===== src/rtl/cmd_link_pkg.sv =====
// Shared definitions for both ends of the command link. The receiver imports the
// same baud constant so that transmitter and receiver always agree on bit timing.
package cmd_link_pkg;

  typedef enum logic [1:0] {SEQ_IDLE, SEQ_HIGH, SEQ_LOW} seq_state_t;
  typedef enum logic {TX_IDLE, TX_TXING} tx_state_t;

  // 50 MHz system clock / 19200 baud
  localparam int DEFAULT_BAUD_DIV = 2604;

  // An 8N1 frame in the order it leaves the shift register: start bit in bit 0,
  // data LSB-first, stop bit in bit 9.
  function automatic logic [9:0] frame_8n1(input logic [7:0] data);
    return {1'b1, data, 1'b0};
  endfunction

endpackage


===== src/rtl/uart_tx.sv =====
// Single-byte 8N1 UART transmitter. A trmt pulse in IDLE starts one frame.
// Every bit, stop included, is held for exactly BAUD_DIV clocks. tx_done pulses
// for one clock in the first IDLE cycle after the stop bit.
module uart_tx
  import cmd_link_pkg::*;
#(
  parameter int BAUD_DIV = DEFAULT_BAUD_DIV
) (
  input  logic       clk,
  input  logic       rst,
  input  logic       trmt,
  input  logic [7:0] tx_data,
  output logic       TX,
  output logic       tx_done
);

  localparam logic [11:0] BAUD_LAST = 12'(BAUD_DIV - 1);
  localparam logic [3:0]  BIT_LAST  = 4'd9;

  tx_state_t   state_q, state_d;
  logic [9:0]  shift_q, shift_d;
  logic [11:0] baud_q,  baud_d;
  logic [3:0]  bit_q,   bit_d;
  logic        done_q,  done_d;

  // State, shift register, counters and done pulse register.
  always_ff @(posedge clk) begin
    if (rst) begin
      state_q <= TX_IDLE;
      shift_q <= '1;
      baud_q  <= '0;
      bit_q   <= '0;
      done_q  <= 1'b0;
    end else begin
      state_q <= state_d;
      shift_q <= shift_d;
      baud_q  <= baud_d;
      bit_q   <= bit_d;
      done_q  <= done_d;
    end
  end

  // Frame load, per-bit baud timing and shifting; trmt is ignored while TXING.
  always_comb begin
    state_d = state_q;
    shift_d = shift_q;
    baud_d  = baud_q;
    bit_d   = bit_q;
    done_d  = 1'b0;
    case (state_q)
      TX_IDLE: begin
        if (trmt) begin
          shift_d = frame_8n1(tx_data);
          baud_d  = '0;
          bit_d   = '0;
          state_d = TX_TXING;
        end
      end
      TX_TXING: begin
        if (baud_q == BAUD_LAST) begin
          baud_d  = '0;
          shift_d = {1'b1, shift_q[9:1]};
          if (bit_q == BIT_LAST) begin
            // Stop bit has had its full BAUD_DIV clocks.
            bit_d   = '0;
            done_d  = 1'b1;
            state_d = TX_IDLE;
          end else begin
            bit_d = bit_q + 4'd1;
          end
        end else begin
          baud_d = baud_q + 12'd1;
        end
      end
      default: state_d = TX_IDLE;
    endcase
  end

  assign TX      = (state_q == TX_TXING) ? shift_q[0] : 1'b1;
  assign tx_done = done_q;

endmodule


===== src/rtl/cmd_tx_wrapper.sv =====
// Command-link transmitter: sends a 16-bit command as two 8N1 bytes, high byte
// first, and raises a sticky cmd_sent once the low byte's stop bit completes.
module cmd_tx_wrapper
  import cmd_link_pkg::*;
#(
  parameter int BAUD_DIV = DEFAULT_BAUD_DIV
) (
  input  logic        clk,
  input  logic        rst,
  input  logic [15:0] cmd,
  input  logic        snd_cmd,
  output logic        TX,
  output logic        busy,
  output logic        cmd_sent
);

  seq_state_t  state_q, state_d;
  logic [15:0] hold_q,  hold_d;
  logic        sent_q,  sent_d;
  logic        trmt;
  logic [7:0]  tx_data;
  logic        tx_done;

  // Sequencer state, captured command word and sticky done flag.
  always_ff @(posedge clk) begin
    if (rst) begin
      state_q <= SEQ_IDLE;
      hold_q  <= '0;
      sent_q  <= 1'b0;
    end else begin
      state_q <= state_d;
      hold_q  <= hold_d;
      sent_q  <= sent_d;
    end
  end

  // Byte sequencing: high byte on acceptance, low byte on the first tx_done,
  // cmd_sent on the second. Requests while a word is in flight are dropped.
  always_comb begin
    state_d = state_q;
    hold_d  = hold_q;
    sent_d  = sent_q;
    trmt    = 1'b0;
    tx_data = hold_q[7:0];
    case (state_q)
      SEQ_IDLE: begin
        if (snd_cmd) begin
          hold_d  = cmd;
          sent_d  = 1'b0;
          trmt    = 1'b1;
          // hold_q is loaded on this same edge, so take the high byte straight
          // from the value being captured.
          tx_data = cmd[15:8];
          state_d = SEQ_HIGH;
        end
      end
      SEQ_HIGH: begin
        if (tx_done) begin
          trmt    = 1'b1;
          tx_data = hold_q[7:0];
          state_d = SEQ_LOW;
        end
      end
      SEQ_LOW: begin
        if (tx_done) begin
          sent_d  = 1'b1;
          state_d = SEQ_IDLE;
        end
      end
      default: state_d = SEQ_IDLE;
    endcase
  end

  uart_tx #(
    .BAUD_DIV(BAUD_DIV)
  ) u_uart_tx (
    .clk    (clk),
    .rst    (rst),
    .trmt   (trmt),
    .tx_data(tx_data),
    .TX     (TX),
    .tx_done(tx_done)
  );

  assign busy     = (state_q != SEQ_IDLE);
  assign cmd_sent = sent_q;

endmodule

===== config.mk =====
export PLATFORM = sky130hd
export DESIGN_NAME = cmd_tx_wrapper
export DESIGN_NICKNAME = d
export VERILOG_FILES = /design/src/rtl/cmd_link_pkg.sv /design/src/rtl/uart_tx.sv /design/src/rtl/cmd_tx_wrapper.sv
export SDC_FILE = /design/constraint.sdc
export NUM_CORES = 1
export LEC_CHECK = 0
export BUFFER_PORTS_ARGS = -buffer_cell sky130_fd_sc_hd__buf_2
export CAP_MARGIN = 30
export CELL_PAD_IN_SITES_DETAIL_PLACEMENT = 1
export CELL_PAD_IN_SITES_GLOBAL_PLACEMENT = 2
export CORE_MARGIN = 8
export CORE_UTILIZATION = 35
export DETAILED_ROUTE_END_ITERATION = 10
export PLACE_DENSITY_LB_ADDON = 0.15
export SYNTH_ARGS = -nofsm -noshare
export SYNTH_HDL_FRONTEND = slang
export SYNTH_SLANG_ARGS = --single-unit

===== constraint.sdc =====
create_clock -name clk -period 4.7 [get_ports clk]
set_input_delay 0.235 -clock clk [delete_from_list [all_inputs] [get_ports clk]]
set_output_delay 0.235 -clock clk [all_outputs]
set_load 0.1 [all_outputs]

* Yosys cells after proc, flatten, opt, wreduce, memory -nomap -nowiden
Index checks and enable logic that the tools add are counted.
** Storage, ports and cells
- Word-level logic and storage cells :: 57
- Output and inout bits :: 3
- Flip-flop bits (word level) :: 39
- Input port bits :: 19
** Cells by class
- Mux-type cells :: 28
- Bitwise operators :: 2
- Eq/ne operators :: 9
- Reductions and logical operators :: 8
- $add $sub $neg :: 2
** Operator list (count)
- $mux W12 :: 2
- $pmux W12 S2 :: 1
- $mux W10 :: 2
- $pmux W10 S2 :: 1
- $mux W8 :: 2
- $add A12 B1 Y12 const B :: 1
- $eq A12 B12 Y1 const B :: 1
- $mux W4 :: 3
- $mux W1 :: 9
- $pmux W4 S2 :: 1
- $mux W2 :: 3
- $ne A2 B2 Y1 const B :: 3
- $pmux W1 S2 :: 3
- $pmux W2 S3 :: 1
- $reduce_and A3 Y1 :: 2
- $add A4 B1 Y4 const B :: 1
- $eq A4 B4 Y1 const B :: 1
- $ne A2 B1 Y1 const B :: 2
- $reduce_and A2 Y1 :: 2
- $reduce_bool A2 Y1 :: 2
- $reduce_or A3 Y1 :: 1
- $eq A2 B1 Y1 const B :: 1
- $eq A2 B2 Y1 const B :: 1
- $logic_not A2 Y1 :: 1
- $not A1 Y1 :: 2

* Longest topological paths before layout
- Depth after elaboration :: 4
- Gate-level depth with buffers :: 6
- Mapped depth without buffers :: 6

* Hierarchy
A second synthesis with hierarchy kept.
** Second synthesis, totals
- Cell total of the unflattened synthesis :: 228
- Area, all modules :: 1905.6 µm²
** By module, submodules not included
- uart_tx :: instances 1, area an instance 1333.8 µm², seq. area each 540.5 µm², cells each 158
- cmd_tx_wrapper :: instances 1, area an instance 571.8 µm², seq. area each 220.2 µm², cells each 70

* Worst setup path before layout
No wires, ideal clock.
- Path kind :: register to register
- From :: register u_uart_tx.baud_q[0]
- To :: register u_uart_tx.baud_q[0]
- Path buffers :: 1
- Cell stages (with the launch flop) :: 7
- Setup slack :: 3.058 ns
- Setup time :: 0.070 ns
- Arrival :: 1.571 ns
- Data required time :: 4.630 ns
- Period minus slack after synthesis :: 1.642 ns
- Cell sequence :: dfxtp_1 -> ha_1 -> and4_1 -> and3_1 -> buf_2 -> or3b_1 -> a21oi_1
** On the way
- Longest elaborated chain between the ends :: 3
- Elaborated cells between the ends (all ways) :: 4
- Classes of those cells :: 1 x add/sub; 1 x eq/ne; 2 x mux
** RTL lines
- from (decl) :: RTL line uart_tx.sv:22 : logic [11:0] baud_q, baud_d;
- from (signal assigned) :: RTL line uart_tx.sv:37 : baud_q <= baud_d;
- $add A12 B1 Y12 / $eq A12 B12 Y1 (equally long branches) :: RTL line uart_tx.sv:72, uart_tx.sv:60
- $mux W12 * :: RTL line uart_tx.sv:60 : if (baud_q == BAUD_LAST) begin
- $pmux W12 S2 * :: RTL line uart_tx.sv:50 : case (state_q)
Every way passes the cells marked *; elsewhere a longest branch is shown, timed or not.
A chain may end at the register's enable or synchronous reset.

* Worst setup path in the final report
- From :: register u_uart_tx.state_q
- To :: register u_uart_tx.baud_q[6]
** On the way
- Longest elaborated chain between the ends :: 2
- Elaborated cells between the ends (all ways) :: 3
- Classes of those cells :: 1 x eq/ne; 1 x mux; 1 x bitwise
** RTL lines
- from (decl) :: RTL line uart_tx.sv:20 : tx_state_t state_q, state_d;
- from (signal assigned) :: RTL line uart_tx.sv:35 : state_q <= state_d;
- $not A1 Y1 (no line)
- $pmux W12 S2 / $ne A2 B2 Y1 (equally long branches)
Several ways; a longest one is shown, not always the timed one.

==> impl_summary.md <==
STA
The clock arrives with 6.74 ps of skew. At the pin with the least slew margin, the transition time is ~960 ps. Subtracting the final worst setup slack from the clock period gives approximately 2500 ps. Setup repair after global routing left no endpoint under its margin.

Headroom to the max-slew limit came out at 0.362. The count of pins over their slew limit is 0. Dividing the final minimum period by the clock period gives 0.523. After routing, the total negative slack on setup checks comes to 0 ps. Setup violations remaining at the end of the flow were counted as 0. The number of failing hold endpoints at the final stage is 0. After layout, the worst setup slack is 2240 ps. Static timing analysis puts the maximum clock frequency at slightly above 400 MHz.

Setup path
For the worst setup path, the data arrival time is 2670 ps. The startpoint identified for the worst register-to-register timing path is u_uart_tx.state_q$_SDFF_PP0_. The critical path capture point type is a register.

The maximum fanout along the worst path is 23. The category of the worst setup path launch point is a register. The slowest stage of the critical path is the sky130_fd_sc_hd__dfxtp_1 cell.

The critical path in this run is classified as reg2reg. The largest single stage delay on the critical path is between 900 and 1000 ps. Traced cell by cell, the critical path runs through nand2b_1, a31oi_1, o21ai_0, a31oi_1.

The first element of the critical path is u_uart_tx.state_q$_SDFF_PP0_. The required time of the worst setup path is roughly 5000 ps. Among the stages of the critical path, the cell type that occurs most often is sky130_fd_sc_hd__a31oi_1.

Global routing
In the global route stage, overall resource usage came out at 0.118. The number of antenna violations at the first check in global routing is 0. Entering global routing, the biggest net connects 34 pins. The residual overflow from global routing is 0.

The number of global-route vias before repair is 1762. The global-route wire length before repair is 8110 microns.

Final layout
The number of antenna cells inserted is 0. The final cell count without fillers is 304. The sequential cell area is 761 sq um.

For this run, the share of the core covered by cells in the final layout is 0.395. The synthesis-to-layout area growth is 9.65%. The post-layout net count is around 250. The layout has 660 filler cells. In the final layout, the share of cells above drive strength 1 is 0.194. The area taken by multi-input logic gates is between 1000 and 1500 sq um. The final non-filler cell area is around 2100 sq um.

Synth
The leading area contributor after synthesis is sky130_fd_sc_hd__dfxtp_1. For this run, the leading register cell type out of synthesis is sky130_fd_sc_hd__dfxtp_1. The number of warning messages in the yosys log is 0. Yosys mapped a number of flops with a built-in enable equal to 0. The proportion of netlist area held by the largest area contributor is 0.388.

The post-synthesis instance area is just under 2000 sq um. The netlist uses 55 different library cells. Of the synthesized area, sequential elements account for 0.388. Averaged over all synthesized cells, the footprint is roughly 9.1 sq um. In the synthesized netlist, the cells that appear most often are 38 x sky130_fd_sc_hd__dfxtp_1, 27 x sky130_fd_sc_hd__nand2_1, 16 x sky130_fd_sc_hd__a21oi_1. The number of standard cells after synthesis is around 220. The proportion of synthesized flip-flops having asynchronous set or reset is 0. The number of nets handed over by synthesis was approximately 240. The number of synthesized register bits is 38. The library cell with the highest instance count after synthesis is sky130_fd_sc_hd__dfxtp_1. By area the synthesized netlist is led by sky130_fd_sc_hd__dfxtp_1 39%, sky130_fd_sc_hd__nand2_1 5.2%, sky130_fd_sc_hd__a31oi_1 4.8%.

Floorplan
The initial utilization of the core area, before any placement, comes to 0.360. The floorplan step set the die width to about 90 microns. The top-level I/O count is 22. The die is between 90 and 100 microns tall. The number of rows in the core area is 27. The floorplan die area is ~8200 sq um. The placeable core area is 5440 sq um.

Outcome
The run finished with clean final reports.

Routing
The routed wirelength normalized by instance count is ~15 microns. Wires add up to ~4700 microns. The DRC violation total after the first TritonRoute iteration is 50. The number of iterations in the first detailed-routing pass is 4. The remaining design rule violation count is 0. The vias per cell is ~5.4. The via count is 1644. The post-detailed-route count of antenna-violating nets is 0.

Clock network
The root buffer cell chosen for the clock tree is sky130_fd_sc_hd__clkbuf_8. The TritonCTS clock tree is done. Counting the buffers created by CTS gives 5.

Once the clock tree was built, the resizer swapped 0 gates to a different size. Buffers added to address setup during post-CTS repair amount to 0. In this run the number of H-tree levels came out at 2. The number of hold buffers added after CTS was 0. The CTS sink count is 38. The clock passes through at most 2 buffers. The clock latency of the later-clocked register in the worst-skew pair is about 290 ps. The clock transition at the registers of the reported paths is roughly 80 ps.

Placed design
Timing analysis after detailed placement gives a worst setup slack of roughly 2200 ps. After detailed placement, the design holds a cell count of between 200 and 300. At the end of routability-driven placement, the weighted congestion stood at slightly below 0.8. The instance area at placement is 2040 sq um. Once detailed placement completed, the half-perimeter wirelength came to about 3400 microns. In this run the tool buffered the top-level ports with 21 buffer cells.

Worst hold path
The beginning of the worst hold path is cmd[0]. The path class of the tightest hold or removal check is in2reg.

Job
The reported max-cap violation count is 0.

Pwr
Summed over all cells, the static leakage comes to slightly below 0.8 nW. Power spread over the standard cell area amounts to between 300 and 400 nW/um^2. IR analysis of the VDD net gives a maximum drop of ~0.13 mV.
==> sequential cells by signal, summed over array words and instances, names as in the netlist <==
register,count
cmd_sent,1
u_uart_tx.tx_done,1
hold_q,8
state_q,2
u_uart_tx.bit_q,4
u_uart_tx.baud_q,12
u_uart_tx.state_q,1
u_uart_tx.shift_q,9
==> routing by layer <==
metal  track usage  vias to the layer above  wire [microns]
met5             0                        -               0
met4        0.0368                        0              26
met1         0.139                      799            2240
met3        0.0316                        2             107
met2         0.202                       17            2310
li1              -                      826               -
==> power breakdown <==
| part | switching [mW] | internal (mW) |
|---|---|---|
| logic | 0.0456 | 0.0357 |
| registers | 0.0149 | 0.336 |
| clock network | 0.112 | 0.159 |
| total | 0.173 | 0.530 |
==> final cells by class <==
class / count / share of cell area
inverters: 4 / 0.00699
clock inverters: 1 / 0.0140
repair buffers: 21 / 0.0490
multi-input cells: 161 / 0.498
well taps: 72 / 0.0420
flip-flops and latches: 38 / 0.354
clock buffers: 7 / 0.0355
==> through the flow <==
step                power [mW]  hold slack [ps]
floorplan                0.424              375
global placement         0.436              438
detailed placement       0.441              447
CTS                      0.717              174
global route             0.743              181
finish                   0.703              189
==> final timing paths <==
path,cells after the start,slack (ps),end
worst min-delay path,3,190,hold_q[0]$_SDFFE_PP0N_
worst max-delay path,4,2240,u_uart_tx.baud_q[6]$_SDFFE_PP0P_
worst min register to register,2,450,hold_q[6]$_SDFFE_PP0N_
worst max register to register,4,2240,u_uart_tx.baud_q[6]$_SDFFE_PP0P_
==> cell usage in the layout, fill, tap and decap left out, types with 7 or more instances in the layout <==
master and instances:
sky130_fd_sc_hd__nor2_1 9, sky130_fd_sc_hd__buf_2 21, sky130_fd_sc_hd__o21ai_1 9, sky130_fd_sc_hd__mux2i_1 8
sky130_fd_sc_hd__o21ai_0 7, sky130_fd_sc_hd__nand2_1 27, sky130_fd_sc_hd__nand3_1 7, sky130_fd_sc_hd__mux2_2 7
sky130_fd_sc_hd__a21oi_1 16, sky130_fd_sc_hd__dfxtp_1 38, sky130_fd_sc_hd__a31oi_1 15
==> cells by family after synthesis <==
logic type,count (synthesis),synth area share
muxes,15,0.0812
AOI/OAI and AO/OA,65,0.216
and+or+nand+nor,76,0.221
adders and majority gates,3,0.0192
buffers and inverters,17,0.0652
DFF,38,0.388
xor gates and xnor gates,2,0.00895
==> critical path, delay by kind of cell (launching register included) <==
family	cells	cell delay, ps
DFF	1	950
and+or+nand+nor	1	280
AOI/OAI and AO/OA	3	1140
Power figures use the tool's default switching activity.
